## config.mk

```make
export PLATFORM = sky130hd
export DESIGN_NAME = fifo_wr_arbiter
export DESIGN_NICKNAME = d
export VERILOG_FILES = /design/src/rtl/fifo_arb_pkg.sv /design/src/rtl/rr_arbiter.sv /design/src/rtl/fifo_wr_arbiter.sv
export SDC_FILE = /design/constraint.sdc
export NUM_CORES = 1
export LEC_CHECK = 0
export ABC_AREA = 1
export CAP_MARGIN = 20
export CORE_UTILIZATION = 46
export CTS_CLUSTER_SIZE = 12
export DETAILED_ROUTE_END_ITERATION = 16
export PLACE_DENSITY_LB_ADDON = 0.2
export SLEW_MARGIN = 0
export SYNTH_ARGS = -nofsm -noshare
export SYNTH_HDL_FRONTEND = slang
export SYNTH_SLANG_ARGS = --single-unit
```

## constraint.sdc

```tcl
create_clock -name clk -period 3.23 [get_ports clk]
set_input_delay 0.969 -clock clk [delete_from_list [all_inputs] [get_ports clk]]
set_output_delay 0.969 -clock clk [all_outputs]
set_load 0.01 [all_outputs]
```

## src/rtl/fifo_arb_pkg.sv

```systemverilog
// Shared types and defaults for the FIFO write-port arbiter.
package fifo_arb_pkg;

    typedef enum logic [1:0] {
        IDLE    = 2'd0,
        ISSUE   = 2'd1,
        CHECK   = 2'd2,
        BACKOFF = 2'd3
    } arb_state_e;

    localparam int DEFAULT_FIFO_WIDTH = 16;
    localparam int DEFAULT_NUM_REQ    = 4;
    localparam int DEFAULT_CNT_W      = 16;

    function automatic int rr_idx_width(input int num_req);
        return (num_req > 1) ? $clog2(num_req) : 1;
    endfunction

endpackage

```

## src/rtl/rr_arbiter.sv

```systemverilog
// Combinational round-robin search: the first asserted request at or after
// the pointer wins, wrapping modulo NUM_REQ.
module rr_arbiter
    import fifo_arb_pkg::*;
#(
    parameter int NUM_REQ = DEFAULT_NUM_REQ,
    parameter int IDX_W   = rr_idx_width(NUM_REQ)
) (
    input  logic [NUM_REQ-1:0] req_i,
    input  logic [IDX_W-1:0]   ptr_i,
    output logic               any_grant_o,
    output logic [IDX_W-1:0]   grant_idx_o
);

    logic [IDX_W:0]   sum;
    logic [IDX_W-1:0] idx;

    always_comb begin
        any_grant_o = 1'b0;
        grant_idx_o = '0;
        sum         = '0;
        idx         = '0;
        for (int k = 0; k < NUM_REQ; k++) begin
            sum = {1'b0, ptr_i} + (IDX_W+1)'(k);
            if (sum >= (IDX_W+1)'(NUM_REQ)) begin
                sum = sum - (IDX_W+1)'(NUM_REQ);
            end
            idx = sum[IDX_W-1:0];
            if (!any_grant_o && req_i[idx]) begin
                any_grant_o = 1'b1;
                grant_idx_o = idx;
            end
        end
    end

endmodule

```

## src/rtl/fifo_wr_arbiter.sv

```systemverilog
// Round-robin arbiter serialising NUM_REQ requesters onto one FIFO write port,
// confirming each write against wr_ack/overflow and retrying rejected words.
module fifo_wr_arbiter
    import fifo_arb_pkg::*;
#(
    parameter int  FIFO_WIDTH = DEFAULT_FIFO_WIDTH,
    parameter int  NUM_REQ    = DEFAULT_NUM_REQ,
    parameter int  CNT_W      = DEFAULT_CNT_W,
    localparam int IDX_W      = rr_idx_width(NUM_REQ)
) (
    input  logic                          clk,
    input  logic                          rst_n,
    input  logic [NUM_REQ-1:0]            req_valid_i,
    input  logic [NUM_REQ*FIFO_WIDTH-1:0] req_data_i,
    output logic [NUM_REQ-1:0]            req_ready_o,
    output logic                          wr_en_o,
    output logic [FIFO_WIDTH-1:0]         data_in_o,
    input  logic                          full_i,
    input  logic                          wr_ack_i,
    input  logic                          overflow_i,
    output logic                          busy_o,
    output logic [IDX_W-1:0]              grant_id_o,
    output logic [CNT_W-1:0]              ovf_cnt_o
);

    arb_state_e              state_q, state_d;
    logic                    wr_en_q, wr_en_d;
    logic [FIFO_WIDTH-1:0]   data_q, data_d;
    logic [IDX_W-1:0]        grant_q, grant_d;
    logic [IDX_W-1:0]        ptr_q, ptr_d;
    logic [CNT_W-1:0]        ovf_cnt_q, ovf_cnt_d;

    logic [FIFO_WIDTH-1:0]   req_words [NUM_REQ];
    logic [IDX_W-1:0]        ptr_after_ack;
    logic [IDX_W-1:0]        arb_ptr;
    logic [IDX_W-1:0]        win_idx;
    logic [NUM_REQ-1:0]      served_mask;
    logic [NUM_REQ-1:0]      arb_req;
    logic                    any_win;
    logic                    ack_ok;

    for (genvar i = 0; i < NUM_REQ; i++) begin : g_words
        assign req_words[i] = req_data_i[i*FIFO_WIDTH +: FIFO_WIDTH];
    end

    // In CHECK the just-served requester still shows valid for this cycle, so
    // it is masked out and the search starts from the post-ack pointer.
    assign ptr_after_ack = (grant_q == IDX_W'(NUM_REQ-1)) ? '0 : grant_q + 1'b1;
    assign served_mask   = (state_q == CHECK) ? (NUM_REQ'(1) << grant_q) : '0;
    assign arb_req       = req_valid_i & ~served_mask;
    assign arb_ptr       = (state_q == CHECK) ? ptr_after_ack : ptr_q;
    assign ack_ok        = (state_q == CHECK) && wr_ack_i && !overflow_i;

    rr_arbiter #(
        .NUM_REQ(NUM_REQ),
        .IDX_W  (IDX_W)
    ) u_rr (
        .req_i      (arb_req),
        .ptr_i      (arb_ptr),
        .any_grant_o(any_win),
        .grant_idx_o(win_idx)
    );

    always_comb begin
        state_d   = state_q;
        wr_en_d   = 1'b0;
        data_d    = data_q;
        grant_d   = grant_q;
        ptr_d     = ptr_q;
        ovf_cnt_d = ovf_cnt_q;
        case (state_q)
            IDLE: begin
                if (any_win && !full_i) begin
                    state_d = ISSUE;
                    wr_en_d = 1'b1;
                    data_d  = req_words[win_idx];
                    grant_d = win_idx;
                end
            end
            ISSUE: state_d = CHECK;
            CHECK: begin
                // A simultaneous ack+overflow is treated as a rejection.
                if (overflow_i) begin
                    state_d = BACKOFF;
                    if (ovf_cnt_q != '1) begin
                        ovf_cnt_d = ovf_cnt_q + 1'b1;
                    end
                end else if (wr_ack_i) begin
                    ptr_d = ptr_after_ack;
                    if (any_win && !full_i) begin
                        state_d = ISSUE;
                        wr_en_d = 1'b1;
                        data_d  = req_words[win_idx];
                        grant_d = win_idx;
                    end else begin
                        state_d = IDLE;
                    end
                end else begin
                    state_d = BACKOFF;
                end
            end
            BACKOFF: begin
                if (!full_i) begin
                    state_d = ISSUE;
                    wr_en_d = 1'b1;
                end
            end
            default: state_d = IDLE;
        endcase
    end

    always_comb begin
        req_ready_o = '0;
        if (ack_ok && req_valid_i[grant_q]) begin
            req_ready_o[grant_q] = 1'b1;
        end
    end

    always_ff @(posedge clk or negedge rst_n) begin
        if (!rst_n) begin
            state_q   <= IDLE;
            wr_en_q   <= 1'b0;
            data_q    <= '0;
            grant_q   <= '0;
            ptr_q     <= '0;
            ovf_cnt_q <= '0;
        end else begin
            state_q   <= state_d;
            wr_en_q   <= wr_en_d;
            data_q    <= data_d;
            grant_q   <= grant_d;
            ptr_q     <= ptr_d;
            ovf_cnt_q <= ovf_cnt_d;
        end
    end

    assign wr_en_o    = wr_en_q;
    assign data_in_o  = data_q;
    assign grant_id_o = grant_q;
    assign ovf_cnt_o  = ovf_cnt_q;
    assign busy_o     = (state_q != IDLE);

endmodule

```

# == Word level (Yosys, flattened, before mapping) ==
# Index checks and enable logic that the tools add are counted.
# totals
word_cells,110
memories,0
latch_bits,0
mem_bits_ro,0
register_bits,39
mem_bits_rw,0
# classes
n_addsub,9
muxes,50
multipliers,0
shifts,1
magnitude_cmp,11
reduce_logical,20
bitwise,4
n_eq_ne,9
div_mod_pow,0
# ops
cell,n
$mux 16,5
$mux 2,17
$bmux 16 s2,1
$pmux 16 s2,1
$add 16x1->16 const B,1
$ne 16x16->1 const B,1
$lt 2x3->1 const B,5
$mux 1,15
$ge 3x3->1 const B,4
$bmux 1 s2,5
$reduce_and 3->1,3
$logic_and 1x1->1,8
$mux 4,2
$ne 2x2->1 const B,4
$pmux 2 s4,1
$sub 2x1->2 const B,4
$add 2x2->3 const B,2
$eq 2x2->1 const B,3
$logic_not 1->1,5
$and 4x4->4,1
$not 4->4,1
$pmux 2 s2,1
$reduce_bool 2->1,2
$shl 1x2->4 const A,1
11 further kinds,11

# == Logic depth before layout (Yosys ltp) ==
# depth
depth_word,25
ltp_mapped,19

# == By module ==
# A second synthesis with hierarchy kept.
# unflattened
cells_unflattened,468
hier_area_um2,3060.4
# modules_own_cells
module,instances,area_each_um2,cells_each
fifo_wr_arbiter,1,2741.4,409
rr_arbiter,1,319.1,59

# == Worst setup path after synthesis ==
# OpenSTA, ideal clock, no wires.
# synth_timing
path_kind,in2out
start,input overflow_i
end,output req_ready_o[0]
n_path_buf,0
setup_slack_ns,0.741
stages,3
arrival_time_ns,1.520
required_ns,2.261
path_cell_list,nor3_1 > nand3_1 > nor2_1
# synth_via
elab_chain_len,4
# synth_rtl
element,line_no,rtl
start: declaration,fifo_wr_arbiter.sv:20,"input logic overflow_i,"
$logic_not 1->1,fifo_wr_arbiter.sv:52,assign ack_ok = (state_q == CHECK) && wr_ack_i && !overflow_i;
$logic_and 1x1->1,fifo_wr_arbiter.sv:52,
$logic_and 1x1->1,fifo_wr_arbiter.sv:114,if (ack_ok && req_valid_i[grant_q]) begin
$mux 4,fifo_wr_arbiter.sv:114,
end: declaration,fifo_wr_arbiter.sv:15,"output logic [NUM_REQ-1:0] req_ready_o,"
# No other way between the ends.

# == Worst setup path in the final report ==
# layout_timing
start,input wr_ack_i
end,output req_ready_o[2]
# layout_via
elab_chain_len,4
# layout_rtl
element,line_no,rtl
start: declaration,fifo_wr_arbiter.sv:19,"input logic wr_ack_i,"
$logic_and 1x1->1 (2 in series),fifo_wr_arbiter.sv:52,
$logic_and 1x1->1,fifo_wr_arbiter.sv:114,
$mux 4,fifo_wr_arbiter.sv:114,
# No other way between the ends.

==> impl_metrics.yaml <==
outcome:
  status: "completed"
die:
  core_um2: 6530
  ios: 113
  die_area_um2: 7270
  initial_utilization_pct: 48.8
  die_y_um: 85.2
  die_w_um: 85.2
  rows: 29
clock_tree:
  h-tree-depth: 2
  cts_inserted_buffers: 5
  clk-insertion-delay-late_ns: 0.30
  clk_pin_slew_ns: 0.09
  cts_tree: "done"
  cts_sinks: 39
  cts_buffer_depth: 2
  ctsHoldBuffers: 0
  root_buffer: "clkbuf_8"
sta:
  rsz0062_at_grt: "no"
  slew_headroom_pct: 40.2
  finalCriticalPeriod_ns: 3.11
  setup_viol: 0
  tightest_slew_ns: 0.897
  hold_viol: 0
  timing.hold.ws_ns: 0.487
  fmax_ghz: 0.322
  finalWorstSetupSlack_ns: 0.120
  finalMaxSlewViolations: 0
  finalClockSkew_ns: 0.00780
  tns_ns: 0
  period_share_pct: 96.3
place:
  io_buffers: 112
  gp_congestion: 0.948
  pre_cts_ws_ns: -0.365
  post-dp-hpwl_mm: 6.42
  dpl_cell_area_um2: 4370
worst_setup_path:
  slowest_delay_ns: 0.49
  arrival_ns: 2.14
  start_kind: "input pin"
  cp_max_fo: 4
  crit_chain: "clkdlybuf4s50_1, inv_1, nor3_4, nand3_2, nor2_1, clkbuf_2"
  reg2reg_from: "state_q[0]"
  r2r_slack_ns: 0.38
  end_kind: "output port"
  reg2regPathDepth: 18
  critPathKind: "in2out"
  rr_endpoint: "data_in_o[10]"
  critPathSlowestCell: "clkdlybuf4s50_1"
  worstSetupEndpoint: "req_ready_o[2]"
  startpoint: "wr_ack_i"
  worstPathRequired_ns: 2.26
cells_and_area:
  drive_gt1_share_pct: 8.40
  n_antenna_cell: 0
  fin_util_pct: 68.6
  syn_to_final_growth_pct: 40.6
  fillers: 591
  layout.nets: 690
  postLayoutCellArea_um2: 4480
detailed_routing:
  via_count: 3481
  antenna_left: 0
  wl_per_cell_um: 12.8
  wl_mm: 8.78
  via_per_inst: 5.09
  first_pass_iters: 5
  drt_iter0_markers: 166
  drcViolationCount: 0
grt:
  grt_pass1_vias: 3313
  antenna_found_initial: 0
  grt_start_max_net_pins: 40
  grt_pass1_wl_mm: 14.5
  grt.total_usage_pct: 24.7
  overflow: 0
job:
  maxCapViolCount: 0
worst_hold_path:
  holdCritPathClass: "reg2reg"
yosys:
  synth_edf_count: 0
  ys_seq_area_share_pct: 30.6
  ys_warn_count: 0
  ys_ff_latch: 39
  synth_most_common_cell: "nand2_1"
  postSynthAreaPerCell_um2: 6.50
  synth_top_area_cell: "dfrtp_1"
  synth_top_area_share_pct: 30.6
  ys_types: 32
  async_flop_share_pct: 100
  netlist_top_cells_area: "dfrtp_1, nand2_1, inv_1, nand3_1, nand4_1"
  synth.net_count: 574
  synth_ff_type: "dfrtp_1"
  postSynthCellCount: 490
  synthTopCellsByCount: "nand2_1, inv_1, nand3_1, dfrtp_1, nand4_1"
  netlist_area_um2: 3190
power_and_ir_drop:
  irDropWorstVdd_mv: 0.506
  powerDensity_nw_per_um2: 954
  p_leak_nw: 2.43
-- critical path: cells and delay by family --
kind | cells | cell delay, ns
buffers and inverters | 3 | 0.71
AND/OR/NAND/NOR | 3 | 0.46
-- power by group --
part | internal (mW) | leakage [nW] | switching (mW)
logic | 1.21 | 1.89 | 1.96
clock network | 0.155 | 0.0408 | 0.192
registers | 0.649 | 0.491 | 0.112
-- layer usage --
metal / vias up / track usage [%] / share of wire (%)
li1: 1760 / - / -
met1: 1588 / 31.9 / 44
met2: 123 / 42.7 / 48
met3: 10 / 3.60 / 6.8
met4: 0 / 7.70 / 1.3
met5: - / 0 / 0
-- flip-flops by register name (all words and copies together) (netlist names) --
| register | flops |
|---|---|
| state_q | 2 |
| wr_en_o | 1 |
| data_in_o | 16 |
| ovf_cnt_o | 16 |
| ptr_q | 2 |
| grant_id_o | 2 |
-- final cells by class --
cell class | instances | area [um^2] | share of cell area [%]
timing repair buffer | 126 | 1200 | 26.8
inverter | 99 | 372 | 8.29
clock inverter | 3 | 23.8 | 0.531
clock buffer | 5 | 68.8 | 1.54
sequential | 39 | 976 | 21.8
multi-input combinational | 335 | 1740 | 38.9
tap | 77 | 96.3 | 2.15
-- cells in the final DEF (no fill, tap or decap), types with 2 or more instances in the layout --
cell / netlist / layout
inv_2: 3 / 3
xor2_1: 10 / 10
buf_4: 2 / 14
clkbuf_2: 0 / 4
nand3_2: 1 / 2
xnor2_1: 4 / 4
ha_1: 11 / 11
nand2_1: 160 / 160
nor3_1: 4 / 3
dfrtp_1: 39 / 39
nor2_2: 1 / 2
nor2_1: 18 / 17
a22oi_1: 2 / 2
clkbuf_8: 0 / 5
clkinvlp_4: 0 / 2
inv_1: 96 / 96
nand3_1: 56 / 55
o21ai_0: 10 / 9
nand2_2: 9 / 9
nand2_4: 3 / 3
nand4_1: 33 / 33
o21ai_1: 2 / 3
clkdlybuf4s50_1: 0 / 107
-- stage by stage --
stage	power (mW)	cells
after floorplan	3.12	490
after global placement	3.86	674
after detailed placement	3.91	674
after CTS	4.28	683
after global routing	4.70	684
final	4.27	684
-- worst min-delay path by stage --
stage	start	end	slack [ns]	depth (start not counted)
after floorplan	data_in_o[5]	data_in_o[5]	0.51	2
after global placement	data_in_o[1]	data_in_o[1]	0.46	2
after detailed placement	data_in_o[3]	data_in_o[3]	0.47	2
after CTS	data_in_o[3]	data_in_o[3]	0.49	2
after global routing	data_in_o[10]	data_in_o[10]	0.51	2
final	data_in_o[8]	data_in_o[8]	0.49	2
-- what timing repair did --
item,4_1_cts,5_1_grt
endpoints found under the setup margin,4,5
resized for setup,8,9
pin swaps,1,2
setup buffers,1,1
-- cell families after synthesis --
logic type               share of synthesized area [%]
XOR/XNOR                                          3.85
AND/OR/NAND/NOR                                   42.1
multiplexers                                     0.353
buffers and inverters                             15.3
flip-flops                                        30.6
AO/OA/AOI/OAI                                     3.49
adder cells (fa/ha/maj)                           4.32
Note: power is estimated with default switching activity, not from simulation.
